**src/rtl/pipe_ctrl_pkg.sv**
```systemverilog
// Shared types and defaults for the pipeline sequencing controller.
package pipe_ctrl_pkg;

    typedef enum logic [1:0] {
        RUN    = 2'b00,
        DRAIN  = 2'b01,
        HALTED = 2'b10
    } state_t;

    localparam int DEF_DRAIN_CYC = 3;
    localparam int DEF_CNT_W     = 16;

endpackage

```
**src/rtl/pipe_ctrl_if.sv**
```systemverilog
// Control bundle between the core datapath (master) and the sequencing controller (slave).
interface pipe_ctrl_if #(
    parameter int CNT_W = 16
);
    logic             insert_nop;
    logic             br_taken;
    logic             halt_dec;
    logic             dmem_stall;
    logic             pc_en;
    logic             fd_en;
    logic             fd_nop;
    logic             de_en;
    logic             de_nop;
    logic             em_en;
    logic             mw_en;
    logic             halted;
    logic [CNT_W-1:0] stall_cnt;
    logic [CNT_W-1:0] flush_cnt;

    modport master (
        output insert_nop, br_taken, halt_dec, dmem_stall,
        input  pc_en, fd_en, fd_nop, de_en, de_nop, em_en, mw_en, halted,
        input  stall_cnt, flush_cnt
    );

    modport slave (
        input  insert_nop, br_taken, halt_dec, dmem_stall,
        output pc_en, fd_en, fd_nop, de_en, de_nop, em_en, mw_en, halted,
        output stall_cnt, flush_cnt
    );
endinterface

```
**src/rtl/pipe_ctrl_sat_cnt.sv**
```systemverilog
// Saturating up-counter: sticks at all-ones instead of wrapping.
module sat_cnt #(
    parameter int W = 16
) (
    input  logic         clk,
    input  logic         rst,
    input  logic         inc,
    output logic [W-1:0] count
);

    logic [W-1:0] count_reg;

    always_ff @(posedge clk) begin
        if (rst) begin
            count_reg <= '0;
        end else if (inc && (count_reg != '1)) begin
            count_reg <= count_reg + W'(1);
        end
    end

    assign count = count_reg;

endmodule

```
**src/rtl/pipe_ctrl.sv**
```systemverilog
// Pipeline sequencing controller: stage enables, bubble/flush selects, halt drain, perf counters.
module pipe_ctrl
    import pipe_ctrl_pkg::*;
#(
    parameter int DRAIN_CYC = DEF_DRAIN_CYC,
    parameter int CNT_W     = DEF_CNT_W
) (
    input  logic        clk,
    input  logic        rst,
    pipe_ctrl_if.slave  bus
);

    localparam int DW = $clog2(DRAIN_CYC + 1);

    state_t          state_reg;
    logic [DW-1:0]   drain_ctr_reg;
    logic            run_adv;
    logic [1:0]      cnt_inc;
    logic [CNT_W-1:0] cnt_val [2];

    // A memory stall freezes everything, including the drain countdown.
    always_ff @(posedge clk) begin
        if (rst) begin
            state_reg     <= RUN;
            drain_ctr_reg <= '0;
        end else if (!bus.dmem_stall) begin
            case (state_reg)
                RUN: begin
                    if (!bus.insert_nop && bus.halt_dec) begin
                        state_reg     <= DRAIN;
                        drain_ctr_reg <= DW'(DRAIN_CYC);
                    end
                end
                DRAIN: begin
                    if (drain_ctr_reg == DW'(1)) begin
                        state_reg     <= HALTED;
                        drain_ctr_reg <= '0;
                    end else begin
                        drain_ctr_reg <= drain_ctr_reg - DW'(1);
                    end
                end
                HALTED: begin
                    state_reg <= HALTED;
                end
                default: begin
                    state_reg     <= RUN;
                    drain_ctr_reg <= '0;
                end
            endcase
        end
    end

    always_comb begin
        bus.pc_en  = 1'b0;
        bus.fd_en  = 1'b0;
        bus.fd_nop = 1'b0;
        bus.de_en  = 1'b0;
        bus.de_nop = 1'b0;
        bus.em_en  = 1'b0;
        bus.mw_en  = 1'b0;
        bus.halted = 1'b0;
        if (rst) begin
            // Load NOPs into every pipe register while the PC is held.
            bus.fd_en  = 1'b1;
            bus.fd_nop = 1'b1;
            bus.de_en  = 1'b1;
            bus.de_nop = 1'b1;
            bus.em_en  = 1'b1;
            bus.mw_en  = 1'b1;
        end else if (state_reg == HALTED) begin
            bus.halted = 1'b1;
        end else if (!bus.dmem_stall) begin
            bus.em_en = 1'b1;
            bus.mw_en = 1'b1;
            bus.de_en = 1'b1;
            if (state_reg == DRAIN) begin
                bus.fd_en  = 1'b1;
                bus.fd_nop = 1'b1;
                bus.de_nop = 1'b1;
            end else if (bus.insert_nop) begin
                bus.de_nop = 1'b1;
            end else if (bus.halt_dec) begin
                bus.fd_en  = 1'b1;
                bus.fd_nop = 1'b1;
            end else if (bus.br_taken) begin
                bus.pc_en  = 1'b1;
                bus.fd_en  = 1'b1;
                bus.fd_nop = 1'b1;
            end else begin
                bus.pc_en = 1'b1;
                bus.fd_en = 1'b1;
            end
        end
    end

    assign run_adv    = (state_reg == RUN) && !rst && !bus.dmem_stall;
    assign cnt_inc[0] = run_adv && bus.insert_nop;
    assign cnt_inc[1] = run_adv && !bus.insert_nop && !bus.halt_dec && bus.br_taken;

    // Index 0 counts hazard bubbles, index 1 counts branch flushes.
    generate
        for (genvar gi = 0; gi < 2; gi++) begin : g_cnt
            sat_cnt #(
                .W(CNT_W)
            ) u_cnt (
                .clk   (clk),
                .rst   (rst),
                .inc   (cnt_inc[gi]),
                .count (cnt_val[gi])
            );
        end
    endgenerate

    assign bus.stall_cnt = cnt_val[0];
    assign bus.flush_cnt = cnt_val[1];

endmodule

```
**src/flat_wrapper.sv**
```systemverilog
// flat-port wrapper written by rule: the top's interface ports become plain ports
module pipe_ctrl_flat import pipe_ctrl_pkg::*;
#(
    parameter int DRAIN_CYC = DEF_DRAIN_CYC,
    parameter int CNT_W     = DEF_CNT_W
)
  (clk, rst, bus_insert_nop, bus_br_taken, bus_halt_dec, bus_dmem_stall, bus_pc_en, bus_fd_en, bus_fd_nop, bus_de_en, bus_de_nop, bus_em_en, bus_mw_en, bus_halted, bus_stall_cnt, bus_flush_cnt);
  pipe_ctrl_if #(.CNT_W(CNT_W)) bus_i ();
  input  logic clk;
  input  logic rst;
  input wire logic [$bits(bus_i.insert_nop)-1:0] bus_insert_nop;
  input wire logic [$bits(bus_i.br_taken)-1:0] bus_br_taken;
  input wire logic [$bits(bus_i.halt_dec)-1:0] bus_halt_dec;
  input wire logic [$bits(bus_i.dmem_stall)-1:0] bus_dmem_stall;
  output wire logic [$bits(bus_i.pc_en)-1:0] bus_pc_en;
  output wire logic [$bits(bus_i.fd_en)-1:0] bus_fd_en;
  output wire logic [$bits(bus_i.fd_nop)-1:0] bus_fd_nop;
  output wire logic [$bits(bus_i.de_en)-1:0] bus_de_en;
  output wire logic [$bits(bus_i.de_nop)-1:0] bus_de_nop;
  output wire logic [$bits(bus_i.em_en)-1:0] bus_em_en;
  output wire logic [$bits(bus_i.mw_en)-1:0] bus_mw_en;
  output wire logic [$bits(bus_i.halted)-1:0] bus_halted;
  output wire logic [$bits(bus_i.stall_cnt)-1:0] bus_stall_cnt;
  output wire logic [$bits(bus_i.flush_cnt)-1:0] bus_flush_cnt;
  assign bus_i.insert_nop = bus_insert_nop;
  assign bus_i.br_taken = bus_br_taken;
  assign bus_i.halt_dec = bus_halt_dec;
  assign bus_i.dmem_stall = bus_dmem_stall;
  assign bus_pc_en = bus_i.pc_en;
  assign bus_fd_en = bus_i.fd_en;
  assign bus_fd_nop = bus_i.fd_nop;
  assign bus_de_en = bus_i.de_en;
  assign bus_de_nop = bus_i.de_nop;
  assign bus_em_en = bus_i.em_en;
  assign bus_mw_en = bus_i.mw_en;
  assign bus_halted = bus_i.halted;
  assign bus_stall_cnt = bus_i.stall_cnt;
  assign bus_flush_cnt = bus_i.flush_cnt;
  pipe_ctrl #(.DRAIN_CYC(DRAIN_CYC), .CNT_W(CNT_W)) u_core (.clk(clk), .rst(rst), .bus(bus_i));
endmodule
```
**config.mk**
```make
export PLATFORM = sky130hd
export DESIGN_NAME = pipe_ctrl_flat
export DESIGN_NICKNAME = d
export VERILOG_FILES = /design/src/rtl/pipe_ctrl_pkg.sv /design/src/rtl/pipe_ctrl_if.sv /design/src/rtl/pipe_ctrl_sat_cnt.sv /design/src/rtl/pipe_ctrl.sv /design/src/flat_wrapper.sv
export SDC_FILE = /design/constraint.sdc
export NUM_CORES = 1
export LEC_CHECK = 0
export CAP_MARGIN = 5
export CORE_MARGIN = 1
export CORE_UTILIZATION = 50
export DETAILED_ROUTE_END_ITERATION = 10
export MAX_ROUTING_LAYER = met4
export PLACE_DENSITY = 0.84
export SETUP_SLACK_MARGIN = 0.1
export SYNTH_ARGS = -nofsm -noshare
export SYNTH_HDL_FRONTEND = slang
export SYNTH_SLANG_ARGS = --single-unit
```
**constraint.sdc**
```tcl
create_clock -name clk -period 2.78 [get_ports clk]
set_clock_uncertainty 0.1 [all_clocks]
set_input_delay 0.556 -clock clk [delete_from_list [all_inputs] [get_ports clk]]
set_output_delay 0.556 -clock clk [all_outputs]
set_load 0.01 [all_outputs]
```
After elaboration in Yosys (flattened, before gate mapping)
Index checks and enable logic that the tools add are counted.
Widths: inputs -> output; s select.
{"block": "totals", "regBits": 36, "elab_cells": 66, "input_bits": 6}
{"block": "classes", "n_bitwise": 2, "n_mux": 34, "reduce_logical": 16, "n_eq_ne": 7, "addsub": 3}
{"operator": "$add 16x1->16 const B", "n": 2}
{"operator": "$ne 16x16->1 const B", "n": 2}
{"operator": "$mux 1", "n": 28}
{"operator": "$pmux 2 s3", "n": 2}
{"operator": "$logic_and 1x1->1", "n": 9}
{"operator": "$mux 2", "n": 4}
{"operator": "$reduce_and 3->1", "n": 2}
{"operator": "$eq 2x1->1 const B", "n": 2}
{"operator": "$logic_not 1->1", "n": 4}
{"operator": "$ne 2x1->1 const B", "n": 2}
{"operator": "$eq 2x2->1 const B", "n": 1}
{"operator": "$logic_not 2->1", "n": 1}
{"operator": "$not 1->1", "n": 2}
{"operator": "$sub 2x1->2 const B", "n": 1}

Longest topological paths before layout
Gate-level depths: netlist (run 1).
{"block": "depth", "word_depth": 7, "mapped_depth": 8}

Cells and area by module
Synthesis (run 1) repeated with hierarchy kept, for this count alone.
{"block": "unflattened", "hier_cells": 246, "area_unflattened_um2": 2092.0}
{"module": "sat_cnt", "instances": 2, "area_per_inst_um2": 848.3, "cells_per_inst": 99}
{"module": "pipe_ctrl", "instances": 1, "area_per_inst_um2": 395.4, "cells_per_inst": 48}

Least setup slack after synthesis (run 1)
Ideal clock, no wire load.
{"block": "synth_path", "path_type": "input -> register", "startpoint": "in rst", "endpoint": "reg u_core.g_cnt[0].u_cnt.count_reg[14]", "required_ns": 2.557, "n_path_buf": 1, "arrival_ns": 1.887, "path_stages": 5, "setup_slack_ns": 0.670, "cell_sequence": "buf_6 nand4bb_4 or3_4 nor4_1 mux2_1"}
{"block": "synth_via", "elab_chain_len": 5}
{"item": "start, declared", "line": "flat_wrapper.sv:10", "source": "input logic rst;"}
{"item": "$logic_not 1->1", "line": "pipe_ctrl.sv:96", "source": "assign run_adv = (state_reg == RUN) && !rst && !bus.dmem_stall;"}
{"item": "$logic_and 1x1->1 (2 in a row)", "line": "pipe_ctrl.sv:96"}
{"item": "$logic_and 1x1->1", "line": "pipe_ctrl.sv:97", "source": "assign cnt_inc[0] = run_adv && bus.insert_nop;"}
{"item": "$logic_and 1x1->1", "line": "pipe_ctrl_sat_cnt.sv:16", "source": "end else if (inc && (count_reg != '1)) begin"}
{"item": "end signal, assigned", "line": "pipe_ctrl_sat_cnt.sv:17", "source": "count_reg <= count_reg + W'(1);"}
{"item": "end, declared", "line": "pipe_ctrl_sat_cnt.sv:11", "source": "logic [W-1:0] count_reg;"}
Several ways; a longest one is shown, not always the timed one.
A chain may end at the register's enable or synchronous reset.

Final worst setup path (run 1)
{"block": "layout_path", "startpoint": "in bus_dmem_stall", "endpoint": "out bus_fd_nop"}
{"block": "layout_via", "elab_chain_len": 3}
{"item": "start, declared", "line": "flat_wrapper.sv:14", "source": "input wire logic [$bits(bus_i.dmem_stall)-1:0] bus_dmem_stall;"}
{"item": "$mux 1", "line": "pipe_ctrl.sv:72", "source": "end else if (!bus.dmem_stall) begin"}
{"item": "$mux 1", "line": "pipe_ctrl.sv:70", "source": "end else if (state_reg == HALTED) begin"}
{"item": "$mux 1", "line": "pipe_ctrl.sv:62", "source": "if (rst) begin"}
{"item": "end, declared", "line": "flat_wrapper.sv:17", "source": "output wire logic [$bits(bus_i.fd_nop)-1:0] bus_fd_nop;"}
No other way between the ends.

==> out/metrics.cfg, run 1 <==
[run_status]
status=complete, no violations

[worst_setup_path]
cp_num_buf_inv=3
crit_family=buffers and inverters
rr_startpoint=u_core.state_reg[0]
max_stage_delay_ns=0.53
cp.required_ns=2.12
worstSetupPathType=primary input to output port
cp-end-kind=output port
crit_path_frequent_cell=clkdlybuf4s50_1
cp_max_fo=5
reg2reg_to=u_core.g_cnt[1].u_cnt.count[3]
reg2reg_depth=7
r2r_setup_slack_ns=0.55
startpoint_type=primary input
slowest_stage=clkdlybuf4s50_1
crit_chain=clkdlybuf4s50_1 -> buf_4 -> nor2_2 -> o21ai_0 -> nand2_1 -> clkdlybuf4s50_1
crit_arrival_ns=1.95

[logic_synthesis]
netlist_area_sq_um=2067
yosysTopAreaCell=dfxtp_1
synth_area_leaders=dfxtp_1 35%, a21oi_1 5.3%, ha_1 4.2%
yosysMostFrequentCell=dfxtp_1
synth_flop_cell=dfxtp_1
synth-seq-cells=36
synth_top_cell_area_share_pct=34.87
synthArstFlopShare_pct=0
synthCells=237
synth.avg_cell_area_sq_um=8.721
syn_nets=250
ys_seq_area_share_pct=34.87
synth_edf_count=0
yosys-top-cells-count=36 x dfxtp_1, 22 x a21oi_1, 15 x nand2_1
yosysWarnings=0
synth_cell_types=46

[power_and_ir_drop]
p_switching_w=0.0002612
leakage_nw=0.9215
vdd_drop_max_v=0.0002455
power_density_nw_per_um2=379.3
seqPwrFrac_pct=51.0
clkPwrFrac_pct=38.7
power_switching_share_pct=25.26
intPower_w=0.0007729
comb_power_share_pct=10.3

[route]
routedWlPerCell_um=14.40
vias_per_cell=6.018
drtIter0Drc=153
drc_errors=0
routed_wirelength_um=4926
vias=2058
antenna_left=0
firstDrtPassIters=4

[finish]
finish.instance_area_sq_um=2726
post-route-util_pct=68.65
area_delta_synth_final_pct=31.90
seq_area_sq_um=720.7
fin_nets=304
num_antenna_cells=0
largest_reg_flops=32
multi_input_area_sq_um=1247
final.fill_count=327
drive_above_1_share_pct=11.30

[hold_path]
hp-class=register to register
min_to=u_core.g_cnt[0].u_cnt.count[11]
hold_depth=2
hold_start=u_core.g_cnt[0].u_cnt.count[11]

[global_route]
antenna_found_initial=0
grt_first_pass_wirelength_um=8121
grt_util_all_layers_pct=24.77
grt_max_degree=24
overflow=0
grt_pass1_vias=1809

[timing]
clock.fmax_mhz=384.1
timing.hold.ws_ns=0.3899
hold_viol_final=0
final-setup-viol-count=0
worst_pin_slew_ns=0.5421
fin_crit_ns=2.604
finalSetupTns_ns=0
max_slew_margin_pct=63.56
maxSlewViolCount=0
fin_crit_sh_pct=93.65
rsz0062_at_grt=true

[cts]
clk_latency_ns=0.30
path_clk_slew_ns=0.07
cts_max_path_buffers=2
cts_made_buffers=5
cts-root-buf=clkbuf_8
cts_tree=done
postCtsSetupBuffers=0
cts.sinks=36
cts.htree.levels=2

[floorplanning]
die_h_um=66.30
dieArea_sq_um=4395
dieWidth_um=66.30
start_util_pct=52.05
core-area_sq_um=3971
rows=23
ios=46

[place]
port_buffers=45
gp_congestion=0.8063
dp_hpwl_um=3473
postPlaceCellArea_sq_um=2625

[run]
cap_violations=0

## final cells by class
cell class | instances | share of cell area [%]
tap | 50 | 2.295
timing repair buffer | 61 | 21.11
sequential | 36 | 26.43
multi-input combinational | 180 | 45.76
inverter | 7 | 0.9637
clock inverter | 1 | 0.2754
clock buffer | 7 | 3.167
## worst min-delay path, delay by kind of cell, from the launching register on
family           cells  cell delay [ns]
flip-flops           1             0.33
multiplexers         1             0.05
AND/OR/NAND/NOR      1             0.06
## cell usage in the layout, fill, tap and decap left out, types with 4 or more instances in the layout
| cell type | n |
|---|---|
| a21oi_1 | 22 |
| dlygate4sd2_1 | 4 |
| dlymetal6s2s_1 | 4 |
| o21ai_1 | 7 |
| or4_1 | 11 |
| ha_1 | 7 |
| dfxtp_1 | 36 |
| inv_1 | 7 |
| clkbuf_8 | 6 |
| nand2_1 | 15 |
| o31ai_1 | 11 |
| mux2_1 | 4 |
| nor2b_1 | 5 |
| nand4_1 | 10 |
| o311ai_1 | 4 |
| o21ai_0 | 4 |
| o41ai_1 | 5 |
| buf_4 | 16 |
| or3_1 | 5 |
| mux2i_1 | 6 |
| nor2_1 | 12 |
| clkdlybuf4s50_1 | 37 |
| nand3_1 | 9 |
| nor4_1 | 6 |
## power by group through the flow
stage | clock network [W] | registers [W] | logic, W
floorplan | 0 | 0.000539 | 0.0000664
detailed placement | 0 | 0.000540 | 0.000108
global placement | 0 | 0.000539 | 0.000106
finish | 0.000400 | 0.000528 | 0.000106
global route | 0.000431 | 0.000529 | 0.000117
CTS | 0.000408 | 0.000528 | 0.000107
## metal layers
layer  vias to the layer above  track usage (%)  share of wire [%]
li1                       1022                -                  -
met1                       967            30.30                 47
met2                        61            39.54                 47
met3                         8            6.379                5.0
met4                         0            8.245                1.4
met5                         -                -                  0
## worst max path at each step
| stage | from | to | slack, ns | depth (start not counted) |
|---|---|---|---|---|
| finish | bus_dmem_stall | bus_fd_nop | 0.18 | 6 |
| CTS | bus_dmem_stall | bus_fd_nop | 0.11 | 6 |
| global route | bus_dmem_stall | bus_fd_nop | 0.09 | 6 |
| detailed placement | bus_dmem_stall | bus_pc_en | -0.03 | 4 |
| global placement | bus_dmem_stall | bus_pc_en | 0.003 | 4 |
| floorplan | rst | u_core.g_cnt[0].u_cnt.count[14] | 0.67 | 5 |
## stage by stage
stage | worst slack, ns | std cells | power (W)
floorplan | 0.6701 | 237 | 0.0006054
detailed placement | -0.02726 | 334 | 0.0006478
finish | 0.1764 | 342 | 0.001034
global route | 0.08733 | 342 | 0.001077
CTS | 0.1133 | 342 | 0.001042
global placement | 0.002747 | 334 | 0.0006454
## cells by family (layout without fill, tap and decap cells)
logic type | Yosys count | in the layout | synth area share (%)
and+or+nand+nor | 102 | 102 | 31.48
AOI/OAI and AO/OA | 61 | 61 | 19.13
buffers and inverters | 21 | 76 | 5.206
adders and majority gates | 7 | 7 | 4.237
muxes | 10 | 10 | 5.085
DFF | 36 | 36 | 34.87
## timing repair
| item | CTS | global route |
|---|---|---|
| hold buffers | 0 | 0 |
| cloned | 0 | 0 |
| gates resized for setup | 4 | 5 |
| endpoints found under the setup margin | 7 | 4 |
Note: power is estimated with default switching activity, not from simulation.
==> run 2: changes to the inputs <==
SKIP_CTS_REPAIR_TIMING = 1   (was unset)
==> run 2 against run 1 <==
  * Combinational power about the same
  * Maximum frequency increased by 6.7%
  * Power increased by 0.14%
  * Via count about the same
  * Sequential cell count unchanged
  * Core utilization increased by 0.44 points
  * Clock power about the same
  * Register-to-register slack about the same
  * Non-clock buffer count unchanged
==> out/metrics.cfg, run 2 (same netlist as run 1, synthesis figures left out) <==
[cts]
cts_max_path_buffers=2
clk_latency_ns=0.30
cts.htree.levels=2
cts_made_buffers=5
cts_tree=done
cts-root-buf=clkbuf_8
path_clk_slew_ns=0.07
cts.sinks=36

[route]
drc_errors=0
firstDrtPassIters=4
routed_wirelength_um=4952
vias_per_cell=6.015
antenna_left=0
drtIter0Drc=149
vias=2057
routedWlPerCell_um=14.48

[place]
post-place-ws_ns=-0.02726
dp_hpwl_um=3473
gp_congestion=0.8063
port_buffers=45

[global_route]
grt_util_all_layers_pct=24.77
grt_max_degree=24
grt_use_met3_pct=6.379
overflow=0
top_usage_layer=met2
grt_first_pass_wirelength_um=8121
grtUsageMet1_pct=30.30
grt_pass1_vias=1809
antenna_found_initial=0
grt_util_met2_pct=39.54

[floorplanning]
dieWidth_um=66.30
ios=46
rows=23
core-area_sq_um=3971
start_util_pct=52.05
die_h_um=66.30
dieArea_sq_um=4395

[worst_setup_path]
startpoint_type=register
rr_startpoint=u_core.state_reg[0]
max_stage_delay_ns=0.37
crit_chain=inv_1 -> ha_1 -> or2_2 -> nor4b_1 -> dlymetal6s2s_1
worstSetupPathType=register to output port
cp_max_fo=5
slowest_stage=dfxtp_1
cp-end-kind=output port
crit_arrival_ns=1.78
crit_start=u_core.state_reg[0]
cp.required_ns=2.12

[timing]
final-setup-viol-count=0
fin_crit_sh_pct=87.77
clock.fmax_mhz=409.8
hold_viol_final=0
max_slew_margin_pct=63.66
finalSetupTns_ns=0
finalWorstSetupSlack_ns=0.3401
worst_pin_slew_ns=0.5407
rsz0062_at_grt=false
fin_crit_ns=2.440
maxSlewViolCount=0

[finish]
area_delta_synth_final_pct=32.75
num_antenna_cells=0
drive_above_1_share_pct=11.30
final_cell_mix=36 x clkdlybuf4s50_1, 36 x dfxtp_1, 22 x a21oi_1
largest_reg_flops=32
fin_nets=304
post-route-util_pct=69.09

[hold_path]
hp-class=register to register
hold_start=u_core.g_cnt[0].u_cnt.count[11]

[power_and_ir_drop]
power_density_nw_per_um2=377.4
leakage_nw=0.9618
vdd_drop_max_v=0.0002455

[run]
cap_violations=0

[run_status]
status=complete, no violations

run 2: cell count changes in the layout (fill, tap and decap cells not counted):
cell             change
clkdlybuf4s50_1      -1
dlymetal6s2s_1       +5
dlygate4sd2_1        -4
run 2: final timing paths:
check             cells after the start  slack, ns                              end
hold reg to reg                       2       0.39  u_core.g_cnt[0].u_cnt.count[11]
hold / removal                        2       0.39  u_core.g_cnt[0].u_cnt.count[11]
setup reg to reg                      7       0.54   u_core.g_cnt[1].u_cnt.count[3]
setup / recovery                      5       0.34                        bus_pc_en
run 2: routing by layer:
layer  routed length [um]  vias up
met1                 2295      964
li1                     -     1022
met3                  263        8
met4                   69        0
met5                    0        -
met2                 2325       63
run 2: worst max-delay path: cells and delay by family (launching register included):
| kind | cells | cell delay, ns |
|---|---|---|
| buf+inv | 2 | 0.29 |
| fa+ha+maj | 1 | 0.24 |
| simple gates | 2 | 0.60 |
| flops | 1 | 0.37 |
run 2: where the power goes:
part | total, W | internal, W | leakage [nW] | switching (W)
registers | 0.000528 | 0.000522 | 0.290 | 0.00000597
logic | 0.000107 | 0.0000508 | 0.627 | 0.0000564
clock network | 0.000401 | 0.000202 | 0.0445 | 0.000199
run 2: layout make-up:
type                            instances  area (sq um)
Multi-Input combinational cell        180          1247
Fill cell                             324          1227
Inverter                                7         26.28
Tap cell                               50         62.56
Clock buffer                            7         86.33
Sequential cell                        36         720.7
Clock inverter                          1         7.507
Timing Repair Buffer                   61         593.1
run 2: through the flow:
stage / instance area [sq um] / total power, W / hold WS [ns] / cells
finish: 2744 / 0.001036 / 0.3899 / 342
global route: 2744 / 0.001078 / 0.4169 / 342
CTS: 2719 / 0.001044 / 0.3898 / 342
detailed placement: 2625 / 0.0006478 / 0.3795 / 334
global placement: 2625 / 0.0006454 / 0.3793 / 334
floorplan: 2067 / 0.0006054 / 0.3781 / 237
